===== config.mk =====
export PLATFORM = sky130hd
export DESIGN_NAME = facto_booth_multiplier
export DESIGN_NICKNAME = d
export VERILOG_FILES = /design/src/rtl/facto_booth_multiplier.sv
export SDC_FILE = /design/constraint.sdc
export NUM_CORES = 1
export LEC_CHECK = 0
export CAP_MARGIN = 30
export CORE_AREA = 4 4 206 208
export DETAILED_ROUTE_END_ITERATION = 6
export DIE_AREA = 0 0 210 212
export PLACE_DENSITY_LB_ADDON = 0.3
export REMOVE_ABC_BUFFERS = 1
export SETUP_SLACK_MARGIN = 0.2
export SYNTH_ARGS = -nofsm -noshare
export SYNTH_HDL_FRONTEND = slang
export SYNTH_SLANG_ARGS = --single-unit

===== constraint.sdc =====
create_clock -name clk -period 8.92 [get_ports clk]
set_clock_uncertainty 0.15 [all_clocks]
set_input_delay 0.892 -clock clk [delete_from_list [all_inputs] [get_ports clk]]
set_output_delay 0.892 -clock clk [all_outputs]
set_load 0.02 [all_outputs]

===== src/rtl/facto_booth_multiplier.sv =====
// facto_booth_multiplier
//   Sequential radix-4 Booth multiplier. One Booth digit is retired per clock,
//   so a signed WIDTH x WIDTH product takes WIDTH/2 clocks after the start edge.
//
// Ports
//   clk          : system clock, rising edge
//   reset_n      : asynchronous active-low reset
//   op_start     : start request, sampled only in IDLE
//   op_clear     : synchronous clear, wins over everything except reset
//   multiplicand : operand A (two's complement), latched on start
//   multiplier   : operand B (two's complement), latched on start
//   result       : signed product A*B, non-zero only while op_done=1
//   op_done      : level, high in DONE
module facto_booth_multiplier #(
  parameter int WIDTH = 64
) (
  input  logic               clk,
  input  logic               reset_n,
  input  logic               op_start,
  input  logic               op_clear,
  input  logic [WIDTH-1:0]   multiplicand,
  input  logic [WIDTH-1:0]   multiplier,
  output logic [2*WIDTH-1:0] result,
  output logic               op_done
);

  localparam int CW = $clog2(WIDTH / 2);
  localparam logic [CW-1:0] LAST_DIGIT = CW'(WIDTH / 2 - 1);

  typedef enum logic [1:0] {
    S_IDLE = 2'd0,
    S_EXEC = 2'd1,
    S_DONE = 2'd2
  } state_t;

  state_t               r_state;
  logic [WIDTH-1:0]     r_a;
  logic [WIDTH+1:0]     r_acc;    // upper accumulator with two guard bits
  logic [WIDTH-1:0]     r_b;      // multiplier, shifted right as digits retire
  logic                 r_bm1;    // bit just below the current digit (B[2i-1])
  logic [CW-1:0]        r_count;
  logic [2*WIDTH-1:0]   r_result;
  logic                 r_done;

  logic [WIDTH+1:0]     w_a1;
  logic [WIDTH+1:0]     w_a2;
  logic [WIDTH+1:0]     w_pp;
  logic [WIDTH+1:0]     w_sum;
  logic [2*WIDTH+1:0]   w_cat;
  logic [2*WIDTH+1:0]   w_shift;

  // Sign-extended +A and +2A; the two guard bits keep -2A exact for the most negative A.
  assign w_a1 = {{2{r_a[WIDTH-1]}}, r_a};
  assign w_a2 = {r_a[WIDTH-1], r_a, 1'b0};

  // Booth digit recoding of the triplet {B[2i+1], B[2i], B[2i-1]}.
  always_comb begin
    w_pp = '0;
    case ({r_b[1:0], r_bm1})
      3'b001, 3'b010: w_pp = w_a1;
      3'b011:         w_pp = w_a2;
      3'b100:         w_pp = -w_a2;
      3'b101, 3'b110: w_pp = -w_a1;
      default:        w_pp = '0;
    endcase
  end

  assign w_sum   = r_acc + w_pp;
  assign w_cat   = {w_sum, r_b};
  assign w_shift = $signed(w_cat) >>> 2;

  // Control FSM and datapath registers; clear beats state logic, reset beats all.
  always_ff @(posedge clk or negedge reset_n) begin
    if (!reset_n) begin
      r_state  <= S_IDLE;
      r_a      <= '0;
      r_acc    <= '0;
      r_b      <= '0;
      r_bm1    <= 1'b0;
      r_count  <= '0;
      r_result <= '0;
      r_done   <= 1'b0;
    end else if (op_clear) begin
      r_state  <= S_IDLE;
      r_count  <= '0;
      r_result <= '0;
      r_done   <= 1'b0;
    end else begin
      case (r_state)
        S_IDLE: begin
          if (op_start) begin
            r_a     <= multiplicand;
            r_b     <= multiplier;
            r_acc   <= '0;
            r_bm1   <= 1'b0;
            r_count <= '0;
            r_state <= S_EXEC;
          end else begin
            r_state <= S_IDLE;
          end
        end
        S_EXEC: begin
          r_acc   <= w_shift[2*WIDTH+1:WIDTH];
          r_b     <= w_shift[WIDTH-1:0];
          r_bm1   <= r_b[1];
          r_count <= r_count + CW'(1);
          if (r_count == LAST_DIGIT) begin
            // After the last shift the full product sits in {acc, b}.
            r_result <= w_shift[2*WIDTH-1:0];
            r_done   <= 1'b1;
            r_state  <= S_DONE;
          end else begin
            r_state <= S_EXEC;
          end
        end
        S_DONE: begin
          r_state <= S_DONE;
        end
        default: begin
          r_state  <= S_IDLE;
          r_result <= '0;
          r_done   <= 1'b0;
        end
      endcase
    end
  end

  assign result  = r_result;
  assign op_done = r_done;

endmodule


# == Word level (Yosys, flattened, before mapping) ==
# Index checks and enable logic that the tools add are counted.
# word_totals
reg_bits,331
latchBits,0
mem_bits_rw,0
mem_bits_ro,0
input_bits,132
out_inout_bits,129
word_cells,56
n_memories,0
# classes
addsub,4
multipliers,0
div_mod_pow,0
magnitude_cmp,0
n_eq_ne,13
shift,0
n_mux,20
n_bitwise,1
n_reduce_logical,10
# ops
operator,n
66-bit case mux with 4 select lines,1
128-bit two-way mux,2
128-bit case mux with 2 select lines,1
66-bit negation,2
66-bit case mux with 2 select lines,1
64-bit case mux with 2 select lines,1
66-bit adder,1
66-bit two-way mux,1
64-bit two-way mux,1
5-bit two-way mux,2
5-bit case mux with 2 select lines,1
3-bit equality test (second input constant),3
3-bit by 2-bit equality test with 1-bit output (second input constant),2
3-bit != test (second input constant),2
2-bit case mux with 3 select lines,1
3-bit AND reduction,2
2-bit OR reduction,3
5-bit by 1-bit adder with 5-bit output (second input constant),1
5-bit equality test (second input constant),1
1-bit two-way mux,4
2-bit two-way mux,2
1-bit case mux with 2 select lines,2
2-bit AND reduction,2
3-bit by 1-bit equality test with 1-bit output (second input constant),1
other kinds (8),8

# == Logic depth before layout (Yosys ltp) ==
# Gate-level depths: netlist (run 1).
# logic_depth
ltp_word,7
ltp_mapped,23
ltp_nobuf,21

# == Least setup slack after synthesis (run 1) ==
# No wires, ideal clock.
# synth_path
path_kind,register to register
from,register r_a[20]
to,"register r_result[127], in the netlist result[127]"
setup_time_ns,0.121
t_arrival_ns,5.071
t_required_ns,8.649
path_slack_ns,3.578
path_stages_with_launch,21
path_buffers,3
period_less_slack_ns,5.342
path_cell_list,dfrtp_1 > buf_6 > or4_4 > nor4_4 > nand4_4 > or2_1 > buf_2 > or3_4 > o21ai_2 > a21oi_1 > a2bb2o_4 > a221o_1 > ha_1 > clkbuf_1 > nand2_1 > or3_1 > or3_1 > a211oi_1 > o21ai_0 > xnor2_1 > a22o_1
# synth_via
elab_chain_cells,6
word_cells_on_any_way,7
cone_classes,add/sub: 3; mux: 4
# synth_rtl
element,line_no,rtl
"start, declared",37,logic [WIDTH-1:0] r_a;
"start signal, assigned",92,r_a <= multiplicand;
66-bit negation (on tied branches),"63, 62",
66-bit case mux with 4 select lines *,59,"case ({r_b[1:0], r_bm1})"
66-bit adder *,68,assign w_sum = r_acc + w_pp;
128-bit two-way mux *,107,if (r_count == LAST_DIGIT) begin
128-bit case mux with 2 select lines *,89,case (r_state)
128-bit two-way mux *,83,end else if (op_clear) begin
"end signal, assigned",109,r_result <= w_shift[2*WIDTH-1:0];
"end, declared",42,logic [2*WIDTH-1:0] r_result;
# Mark *: on every way between the ends. The rest lies on a longest branch, timed or not. The select of a mux whose other input is x is not followed.
# A chain may end at the register's enable or synchronous reset.

# == Final worst setup path (run 1) ==
# layout_path
from,register r_bm1
to,register r_acc[61]
# layout_via
elab_chain_cells,5
word_cells_on_any_way,11
cone_classes,add/sub: 1; eq/ne: 6; mux: 2; reduce/logical: 2
# layout_rtl
element,line_no,rtl
"start, declared",40,logic r_bm1;
"start signal, assigned",105,r_bm1 <= r_b[1];
"3-bit equality test, or another cell as far along",59,
2-bit OR reduction,59,
66-bit case mux with 4 select lines *,59,
66-bit adder *,68,
66-bit case mux with 2 select lines *,89,
"end signal, assigned",103,r_acc <= w_shift[2*WIDTH+1:WIDTH];
"end, declared",38,logic [WIDTH+1:0] r_acc;
# Mark *: on every way between the ends. The rest lies on a longest branch, timed or not.

==> results.py, run 1 <==
metrics = {
    "place": {
        "place_area_sq_um": 23100,
        "hpwl_um": 43000,
        "io_buffers": 260,
        "dp_cells": 2816,
        "gp_congestion": 0.986,
    },
    "worst_setup_path": {
        "path_max_fanout": 46,
        "cpMaxStageDelayCell": "dfrtp_1",
        "worstPathBufferInverterCount": 3,
        "rr_startpoint": "r_bm1$_DFFE_PN0P_",
        "path_class": "register to register",
        "required_ns": 9.19,
        "crit_chain": "buf_4 > nor2_1 > nand2_1 > buf_4 > o21ai_0 > a22oi_1 > o21ai_0 > ha_1 > nand4_1 > nor3_1 > nand4_1 > a21oi_1 > a211oi_1 > buf_4 > a211oi_1 > o21ai_0 > a21boi_0 > o31ai_1",
        "crit_arrival_ns": 6.59,
        "endpoint_kind": "register",
        "crit_start": "r_bm1$_DFFE_PN0P_",
        "crit_family": "compound AO/OA/AOI/OAI gates",
        "rr_worst_depth": 18,
        "slowest_delay_ns": 0.72,
        "reg2reg_setup_slack_ns": 2.59,
        "r2r-end": "r_acc[61]$_DFFE_PN0P_",
        "cp-start-kind": "register",
    },
    "grt": {
        "grt_pass1_vias": 17300,
        "busiest_layer": "met2",
        "use_met1": 0.391,
        "grt_use_met3": 0.0378,
        "grt_max_degree": 140,
        "grt_pass1_wl_um": 97400,
        "grt_util_met2": 0.418,
        "track_usage": 0.268,
        "antenna_found_initial": 0,
        "grt-ovfl-total": 0,
    },
    "logic_synthesis": {
        "synth_compound_area_frac": 0.251,
        "synth_top_area_share": 0.408,
        "synth.cell_area_sq_um": 20200,
        "synth_top_family_by_area": "compound AO/OA/AOI/OAI gates",
        "syn_area_per_cell_sq_um": 9.30,
        "synthAdderAreaFrac": 0.0431,
        "ys_warn_count": 0,
        "synth.yosys.seq_area_share": 0.408,
        "synthCells": 2170,
        "synth_seq_cells": 329,
        "synth.distinct_cells": 78,
        "synth_xor_area_frac": 0.0516,
        "synth_top_area_cell": "dfrtp_1",
        "synth_mux_area_frac": 0.0694,
        "synth_edf_count": 0,
        "synth-async-reset-ratio": 1.00,
        "synth.top_cells.by_area": "dfrtp_1 (41%), a22o_1 (7.2%), o21ai_0 (5.4%)",
        "synthSimpleGateAreaFrac": 0.139,
        "ys.flop_type": "dfrtp_1",
    },
    "min_path": {
        "hold_class": "primary input to asynchronous set/reset pin",
    },
    "sta": {
        "hold_ws_ns": 0.239,
        "tightest_slew_ns": 1.07,
        "rsz0062_at_grt": "false",
        "fmax_ghz": 0.158,
        "slew_violations": 0,
        "setup_violations": 0,
        "hold_viol": 0,
        "finalCritPeriodShare": 0.709,
        "max_slew_margin": 0.285,
        "min_period_ns": 6.33,
        "setup_tns_ns": 0,
    },
    "clock_tree": {
        "cts_tree": "yes",
        "clk_latency_ns": 0.54,
        "cts_made_buffers": 37,
        "cts-hold-fix-buffers": 0,
        "clk_path_buf_depth": 3,
        "path_clk_slew_ns": 0.06,
        "cts_post_setup_buffers_inserted": 0,
        "ctsResizeCount": 0,
        "htree_num_levels": 2,
        "cts_root_buf": "clkbuf_16",
        "clock_sinks": 329,
    },
    "layout": {
        "nFillCells": 3514,
        "drive_above_1_share": 0.0800,
        "multi_input_area_sq_um": 11200,
        "fin_cells": 2881,
        "stdcell_area_sq_um": 24300,
        "most-common-layout-cells": "dfrtp_1 (328), clkdlybuf4s50_1 (259), nand2_1 (230)",
        "nets": 2527,
        "fin_util": 0.599,
        "synthToLayoutAreaGrowth_pct": 20.3,
        "final_common_cell": "dfrtp_1",
        "regArea_sq_um": 8230,
        "antenna_cells": 0,
    },
    "power": {
        "swShare": 0.425,
        "combPwrFrac": 0.452,
        "intPower_mw": 3.68,
        "netSwitchingPower_mw": 2.71,
        "peakVddDrop_mv": 0.141,
        "powerDensity_nw_per_um2": 263,
        "clockPowerShare": 0.224,
        "p_leak_nw": 10.7,
        "pwr-share-seq": 0.324,
    },
    "run": {
        "drv_cap": 0,
    },
    "drt": {
        "route.detailed.wl_per_inst_um": 21.5,
        "vias": 18000,
        "drc": 0,
        "wirelength_um": 61900,
        "drt_pre_antenna_iters": 6,
        "drt_iter0_drc": 2153,
        "via_per_inst": 6.25,
        "drtAntennaViolNets": 0,
    },
    "floorplan": {
        "pin_count": 261,
        "rows": 74,
        "chipWidth_um": 210,
        "chipHeight_um": 212,
        "die-area_sq_um": 44500,
        "start_util": 0.498,
        "coreArea_sq_um": 40600,
    },
    "status": {
        "status": "finished clean",
    },
}
==> power by group through the flow <==
stage	Clock [mW]	Sequential, mW	Combinational, mW
after floorplan	0	1.99	2.07
after global placement	0	2.07	2.79
after detailed placement	0	2.08	2.82
after CTS	1.47	2.06	2.84
after global routing	1.52	2.09	3.16
final	1.43	2.07	2.89
==> worst reg2reg max path, stage by stage (launching register included) <==
cell and delay, ns:
dfrtp_1 0.72, buf_4 0.44, nor2_1 0.18, nand2_1 0.47
buf_4 0.52, o21ai_0 0.20, a22oi_1 0.23, o21ai_0 0.19
ha_1 0.49, nand4_1 0.21, nor3_1 0.41, nand4_1 0.17
a21oi_1 0.23, a211oi_1 0.09, buf_4 0.19, a211oi_1 0.64
o21ai_0 0.22, a21boi_0 0.33, o31ai_1 0.12
==> final cells by class <==
cell class / instances / area share
Multi-Input combinational cell: 1641 / 0.462
Clock buffer: 47 / 0.0405
Clock inverter: 15 / 0.00505
Sequential cell: 329 / 0.339
Tap cell: 532 / 0.0274
Inverter: 27 / 0.00418
Timing Repair Buffer: 290 / 0.121
==> flip-flops by register name (all words and copies together) (netlist names) <==
register	flops
r_a	64
r_count	5
r_b	64
op_done	1
result	128
r_state	2
r_acc	64
r_bm1	1
==> metrics by stage <==
stage / total power, mW / worst slack (ns)
finish: 6.39 / 2.59
global route: 6.78 / 2.18
CTS: 6.36 / 2.77
detailed placement: 4.90 / 2.79
global placement: 4.86 / 2.85
floorplan: 4.06 / 0.249
==> cells by family after synthesis <==
kind of cell,after synthesis
flip-flops,329
multiplexers,132
AO/OA/AOI/OAI,747
buffers and inverters,200
AND/OR/NAND/NOR,575
XOR/XNOR,118
adder cells (fa/ha/maj),69
==> cell usage after synthesis (all sizes together), types with 3 or more instances <==
cell type and instances:
nor4 25, mux2 63, nand2b 16, a221oi 10, ha 68, mux2i 69
buf 19, nor3 39, o21a 9, o21bai 12, and3b 3, o21ai 221
nor3b 5, inv 27, nor2b 7, o211ai 11, a21o 40, xnor2 69
o32ai 3, o22ai 5, nand4 35, a21boi 9, a31oi 11, a211o 3
a22o 166, o2111ai 4, a22oi 43, and2 6, nand2 230, a211oi 9
a21oi 117, o31ai 26, o221ai 14, or3 35, clkbuf 154, a221o 8
nand3 14, nand3b 5, a41oi 5, dfrtp 329, or4 9, and3 10
or2 13, nor2 118, xor2 49
==> worst max-delay path by stage <==
| stage | endpoint | slack (ns) | cells past startpoint |
|---|---|---|---|
| final | r_acc[61]$_DFFE_PN0P_ | 2.59 | 18 |
| after global routing | result[125]$_DFFE_PN0P_ | 2.18 | 17 |
| after CTS | r_acc[61]$_DFFE_PN0P_ | 2.77 | 17 |
| after detailed placement | r_acc[61]$_DFFE_PN0P_ | 2.79 | 17 |
| after global placement | result[123]$_DFFE_PN0P_ | 2.85 | 17 |
| after floorplan | r_a[10]$_DFFE_PN0P_ | 0.25 | 2 |
==> per-layer routing <==
| layer | vias to the layer above | wire length, um |
|---|---|---|
| li1 | 8351 | - |
| met1 | 8781 | 27500 |
| met2 | 772 | 28200 |
| met3 | 107 | 4440 |
| met4 | 0 | 1740 |
| met5 | - | 0 |
Power figures use the tool's default switching activity.
==> run 2: changes to the inputs <==
==> constraint.sdc (replaced) <==
create_clock -name clk -period 5.3 [get_ports clk]
set_clock_uncertainty 0.15 [all_clocks]
set_input_delay 0.53 -clock clk [delete_from_list [all_inputs] [get_ports clk]]
set_output_delay 0.53 -clock clk [all_outputs]
set_load 0.02 [all_outputs]
==> run 2 against run 1 <==
- the flow now finishes with violations (setup timing)
- clock power increased by 77%
- count of clock-buffer cells in the layout increased by 3
- critical path depth increased by 2
- sequential power increased by 62%
- global-route usage increased by 3.1 points
- final cell count increased by 12%
- via count increased by 10%
- core utilization increased by 10 points
- total power increased by 110%
- largest cell class unchanged
==> results.py, run 2 (synthesis results as in run 1) <==
metrics = {
    "power": {
        "combPwrFrac": 0.565,
        "total_power_mw": 13.5,
        "peakVddDrop_mv": 0.292,
        "netSwitchingPower_mw": 5.55,
        "pwr-share-seq": 0.248,
        "intPower_mw": 7.96,
        "swShare": 0.411,
        "p_leak_nw": 12.9,
        "clockPowerShare": 0.187,
        "powerDensity_nw_per_um2": 474,
    },
    "grt": {
        "antenna_found_initial": 1,
        "grt_max_degree": 120,
        "track_usage": 0.298,
        "grt-ovfl-total": 0,
        "grt_pass1_vias": 19400,
        "grt_pass1_wl_um": 107000,
    },
    "sta": {
        "tightest_slew_ns": 0.996,
        "slew_violations": 0,
        "min_period_ns": 5.52,
        "finalCritPeriodShare": 1.04,
        "hold_viol": 0,
        "setup_ws_ns": -0.220,
        "max_slew_margin": 0.336,
        "fmax_ghz": 0.181,
        "setup_violations": 30,
        "hold_ws_ns": 0.329,
        "rsz0062_at_grt": "true",
    },
    "worst_setup_path": {
        "path_max_fanout": 4,
        "crit_arrival_ns": 5.83,
        "endpoint_kind": "register",
        "path_class": "register to register",
        "cp-start-kind": "register",
        "required_ns": 5.61,
    },
    "status": {
        "failed_checks": "setup timing",
        "status": "finished with violations",
    },
    "layout": {
        "largest_reg_flops": 128,
        "nFillCells": 3108,
        "nets": 2884,
        "drive_above_1_share": 0.271,
        "fin_cells": 3240,
        "final_common_cell": "buf_4",
        "synthToLayoutAreaGrowth_pct": 41.2,
        "stdcell_area_sq_um": 28500,
        "most-common-layout-cells": "buf_4 (343), dfrtp_1 (328), clkdlybuf4s50_1 (259)",
        "antenna_cells": 0,
    },
    "drt": {
        "route.detailed.wl_per_inst_um": 21.7,
        "drt_pre_antenna_iters": 5,
        "vias": 19900,
        "wirelength_um": 70200,
        "wl_met3_um": 4940,
        "highest_layer": "met4",
        "drtAntennaViolNets": 0,
        "wl_met1_um": 30400,
        "drc": 0,
        "wl_met2_um": 32700,
        "drt_iter0_drc": 1767,
        "via_per_inst": 6.14,
    },
    "place": {
        "place_area_sq_um": 25400,
        "hpwl_um": 48600,
        "io_buffers": 260,
        "dp_cells": 3115,
        "gp_congestion": 0.952,
    },
    "clock_tree": {
        "htree_num_levels": 2,
        "clk_latency_ns": 0.56,
        "cts_root_buf": "clkbuf_16",
        "cts_tree": "yes",
        "clk_path_buf_depth": 3,
        "clock_sinks": 329,
        "path_clk_slew_ns": 0.06,
        "cts_made_buffers": 37,
    },
    "floorplan": {
        "chipWidth_um": 210,
        "die-area_sq_um": 44500,
        "pin_count": 261,
        "start_util": 0.498,
        "rows": 74,
        "chipHeight_um": 212,
        "coreArea_sq_um": 40600,
    },
    "min_path": {
        "hold_class": "register to register",
    },
    "run": {
        "drv_cap": 0,
    },
}
run 2: changes by cell type in the layout (fill, tap and decap cells not counted), sizes merged:
cell and delta:
clkbuf +3, clkinvlp -1, inv -1, clkinv +1, dlygate4sd3 +1, buf +356
run 2: final cells by class:
| type | count | area, sq um | share of cell area |
|---|---|---|---|
| multi-input combinational | 1641 | 12600 | 0.441 |
| sequential | 329 | 8230 | 0.289 |
| timing repair buffer | 647 | 5750 | 0.202 |
| clock buffer | 50 | 1060 | 0.0371 |
| tap | 532 | 666 | 0.0234 |
| clock inverter | 14 | 130 | 0.00457 |
| inverter | 27 | 101 | 0.00356 |
run 2: worst paths after layout:
path / from / to / slack (ns) / cells past startpoint
worst max-delay path: r_a[6]$_DFFE_PN0P_ / result[123]$_DFFE_PN0P_ / -0.22 / 20
worst min-delay path: result[86]$_DFFE_PN0P_ / result[86]$_DFFE_PN0P_ / 0.33 / 2
worst max register to register: r_a[6]$_DFFE_PN0P_ / result[123]$_DFFE_PN0P_ / -0.22 / 20
worst min register to register: result[86]$_DFFE_PN0P_ / result[86]$_DFFE_PN0P_ / 0.33 / 2
max in group asynchronous: reset_n / r_acc[57]$_DFFE_PN0P_ / 3.32 / 3
min in group asynchronous: reset_n / r_acc[21]$_DFFE_PN0P_ / 0.51 / 2
run 2: per-layer routing:
layer  up-vias  global-route usage
li1       9071                   -
met1      9869               0.416
met2       822               0.476
met3       131              0.0543
met4         0               0.101
met5         -                   0
run 2: per-stage QoR:
stage | utilization | worst slack [ns] | setup TNS (ns)
4_1_cts | 0.680 | -0.0873 | -0.473
5_1_grt | 0.703 | -0.430 | -12.72
3_5_place_dp | 0.625 | -0.480 | -13.12
6_report | 0.703 | -0.220 | -2.43
3_3_place_gp | 0.625 | -0.453 | -8.08
2_1_floorplan | - | -3.01 | -462.01
run 2: power by group through the flow:
stage	clock network [mW]	registers, mW	logic (mW)
after floorplan	0	3.34	3.48
after global placement	0	3.34	6.12
after detailed placement	0	3.35	6.22
after CTS	2.58	3.32	6.85
after global routing	2.70	3.38	8.16
final	2.53	3.35	7.63
run 2: timing repair:
item,in CTS,in global routing
setup endpoints to repair,82,92
pin swaps,79,86
hold endpoints to repair,105,0
hold buffers,1,0
setup buffers,32,28
gates resized for setup,187,142
gates cloned,0,0
run 2: worst max-delay path, stage by stage (launching register included):
cell and delay, ns:
dfrtp_1 0.38, or4_4 0.57, buf_6 0.14, buf_6 0.11, nor4_4 0.11, buf_4 0.19
nand4_4 0.11, or4b_4 0.58, or3_4 0.40, nand2_4 0.10, xnor2_4 0.07, a22oi_2 0.15
o211ai_1 0.14, ha_1 0.36, nand2_2 0.07, or3_4 0.34, or3_4 0.39, a211oi_4 0.40
o211ai_1 0.19, and3b_2 0.26, o31ai_2 0.22
==> run 3: changes to the inputs <==
--- a/config.mk
+++ b/config.mk
@@ -15,3 +15,4 @@
 export SYNTH_ARGS = -nofsm -noshare
 export SYNTH_HDL_FRONTEND = slang
 export SYNTH_SLANG_ARGS = --single-unit
+export TNS_END_PERCENT = 5
==> constraint.sdc (replaced) <==
create_clock -name clk -period 5.9 [get_ports clk]
set_clock_uncertainty 0.15 [all_clocks]
set_input_delay 0.59 -clock clk [delete_from_list [all_inputs] [get_ports clk]]
set_output_delay 0.59 -clock clk [all_outputs]
set_load 0.02 [all_outputs]
==> run 3 against run 2 <==
- global-route usage down 2.3 points
- core utilization shrank 8.1 points
- routed wire length down 9.4%
- fmax shrank 1.1%
- critical endpoint is now result[124]$_DFFE_PN0P_
- critical path depth is 1 higher
- the flow now finishes without violations
- worst setup slack better by 0.54 ns
- highest routed layer unchanged
- first-iteration DRC count up 2.5%
==> results.py, run 3 (synthesis results as in run 1) <==
metrics = {
    "place": {
        "dp_cells": 2890,
        "io_buffers": 260,
        "hpwl_um": 45400,
        "gp_congestion": 0.963,
        "dp_slack_ns": 0.199,
    },
    "floorplan": {
        "pin_count": 261,
        "rows": 74,
        "chipHeight_um": 212,
        "start_util": 0.498,
        "coreArea_sq_um": 40600,
        "chipWidth_um": 210,
        "die-area_sq_um": 44500,
    },
    "layout": {
        "antenna_cells": 0,
        "drive_above_1_share": 0.130,
        "final_common_cell": "dfrtp_1",
        "fin_cells": 2969,
        "fin_util": 0.621,
        "largest_reg_flops": 128,
        "nets": 2609,
        "synthToLayoutAreaGrowth_pct": 24.8,
        "most-common-layout-cells": "dfrtp_1 (328), clkdlybuf4s50_1 (259), nand2_1 (228)",
    },
    "sta": {
        "hold_viol": 0,
        "slew_violations": 0,
        "min_period_ns": 5.58,
        "finalCritPeriodShare": 0.946,
        "rsz0062_at_grt": "true",
        "tightest_slew_ns": 0.996,
        "max_slew_margin": 0.331,
        "hold_ws_ns": 0.332,
        "setup_ws_ns": 0.321,
        "setup_tns_ns": 0,
        "setup_violations": 0,
        "fmax_ghz": 0.179,
    },
    "drt": {
        "drc": 0,
        "drt_pre_antenna_iters": 6,
        "wirelength_um": 63600,
        "vias": 18400,
        "route.detailed.wl_per_inst_um": 21.4,
        "drt_iter0_drc": 1812,
        "drtAntennaViolNets": 0,
        "via_per_inst": 6.21,
    },
    "worst_setup_path": {
        "crit_start": "r_a[3]$_DFFE_PN0P_",
        "cpMaxStageDelayCell": "or4_4",
        "endpoint_kind": "register",
        "path_class": "register to register",
        "crit_arrival_ns": 5.88,
        "slowest_delay_ns": 0.59,
        "rr_startpoint": "r_a[3]$_DFFE_PN0P_",
        "cp-start-kind": "register",
        "path_max_fanout": 7,
        "crit_chain": "or4_4 > or3_4 > or4_4 > or3_4 > or3_4 > xnor2_2 > o21ai_0 > o21ai_1 > a21oi_1 > ha_2 > nand2_1 > nor2_1 > a21oi_1 > o211ai_1 > o21ai_1 > buf_4 > a21oi_1 > buf_4 > o2111a_1 > o31a_1 > o31ai_2",
        "required_ns": 6.20,
    },
    "run": {
        "drv_cap": 0,
    },
    "clock_tree": {
        "clk_latency_ns": 0.57,
        "clock_sinks": 329,
        "cts_root_buf": "clkbuf_16",
        "cts_made_buffers": 37,
        "path_clk_slew_ns": 0.06,
        "clk_path_buf_depth": 3,
        "htree_num_levels": 2,
        "cts_tree": "yes",
    },
    "grt": {
        "grt_pass1_vias": 17800,
        "grt_pass1_wl_um": 99700,
        "grt_max_degree": 156,
        "antenna_found_initial": 0,
        "track_usage": 0.275,
        "grt-ovfl-total": 0,
    },
    "power": {
        "peakVddDrop_mv": 0.238,
        "powerDensity_nw_per_um2": 410,
        "p_leak_nw": 11.2,
    },
    "min_path": {
        "hp-start": "result[86]$_DFFE_PN0P_",
        "hold_class": "register to register",
    },
    "status": {
        "status": "finished clean",
    },
}
-- run 3: final timing paths --
kind                       slack [ns]  cells past startpoint                      end
max                              0.32                     21  result[124]$_DFFE_PN0P_
min                              0.33                      2   result[86]$_DFFE_PN0P_
max reg2reg                      0.32                     21  result[124]$_DFFE_PN0P_
min reg2reg                      0.33                      2   result[86]$_DFFE_PN0P_
max in group asynchronous        3.64                      3  result[113]$_DFFE_PN0P_
min in group asynchronous        0.51                      2   result[34]$_DFFE_PN0P_
-- run 3: area by class of cell --
cell class	instances	area (sq um)
clock buffers	48	1030
fillers	3461	15400
well taps	532	666
repair buffers	372	3500
multi-input cells	1641	11400
clock inverters	20	265
inverters	27	101
flip-flops and latches	329	8230
-- run 3: stage by stage --
stage	total power [mW]	instance area (sq um)
finish	10.3	25200
global route	11.0	25200
CTS	10.1	24900
detailed placement	7.66	23600
global placement	7.57	23600
floorplan	6.13	19500
-- run 3: worst max-delay path, delay by kind of cell (launching register included) --
kind | cells | cell delay [ns]
adder cells (fa/ha/maj) | 1 | 0.34
AND/OR/NAND/NOR | 7 | 2.28
buffers and inverters | 2 | 0.29
XOR/XNOR | 1 | 0.15
flip-flops | 1 | 0.38
AO/OA/AOI/OAI | 10 | 1.88
-- run 3: timing repair --
action                                 4_1_cts  5_1_grt
hold buffers                                 1        0
gates cloned                                 0        0
setup endpoints to repair                    4       56
pin swaps                                    1       13
gates resized for setup                      0       46
endpoints found under the hold margin      110        0
buffers inserted                             0       10
-- run 3: report_power, final --
group / internal, mW / total [mW] / switching (mW)
Combinational: 1.96 / 4.84 / 2.88
Clock: 1.47 / 2.44 / 0.972
Sequential: 2.64 / 3.05 / 0.412
-- run 3: metal layers --
metal,track usage,wire length (um),vias to the layer above
met2,0.434,29000,784
met4,0.0920,1970,0
met5,0,0,-
li1,-,-,8529
met3,0.0438,4670,114
met1,0.392,28000,8999
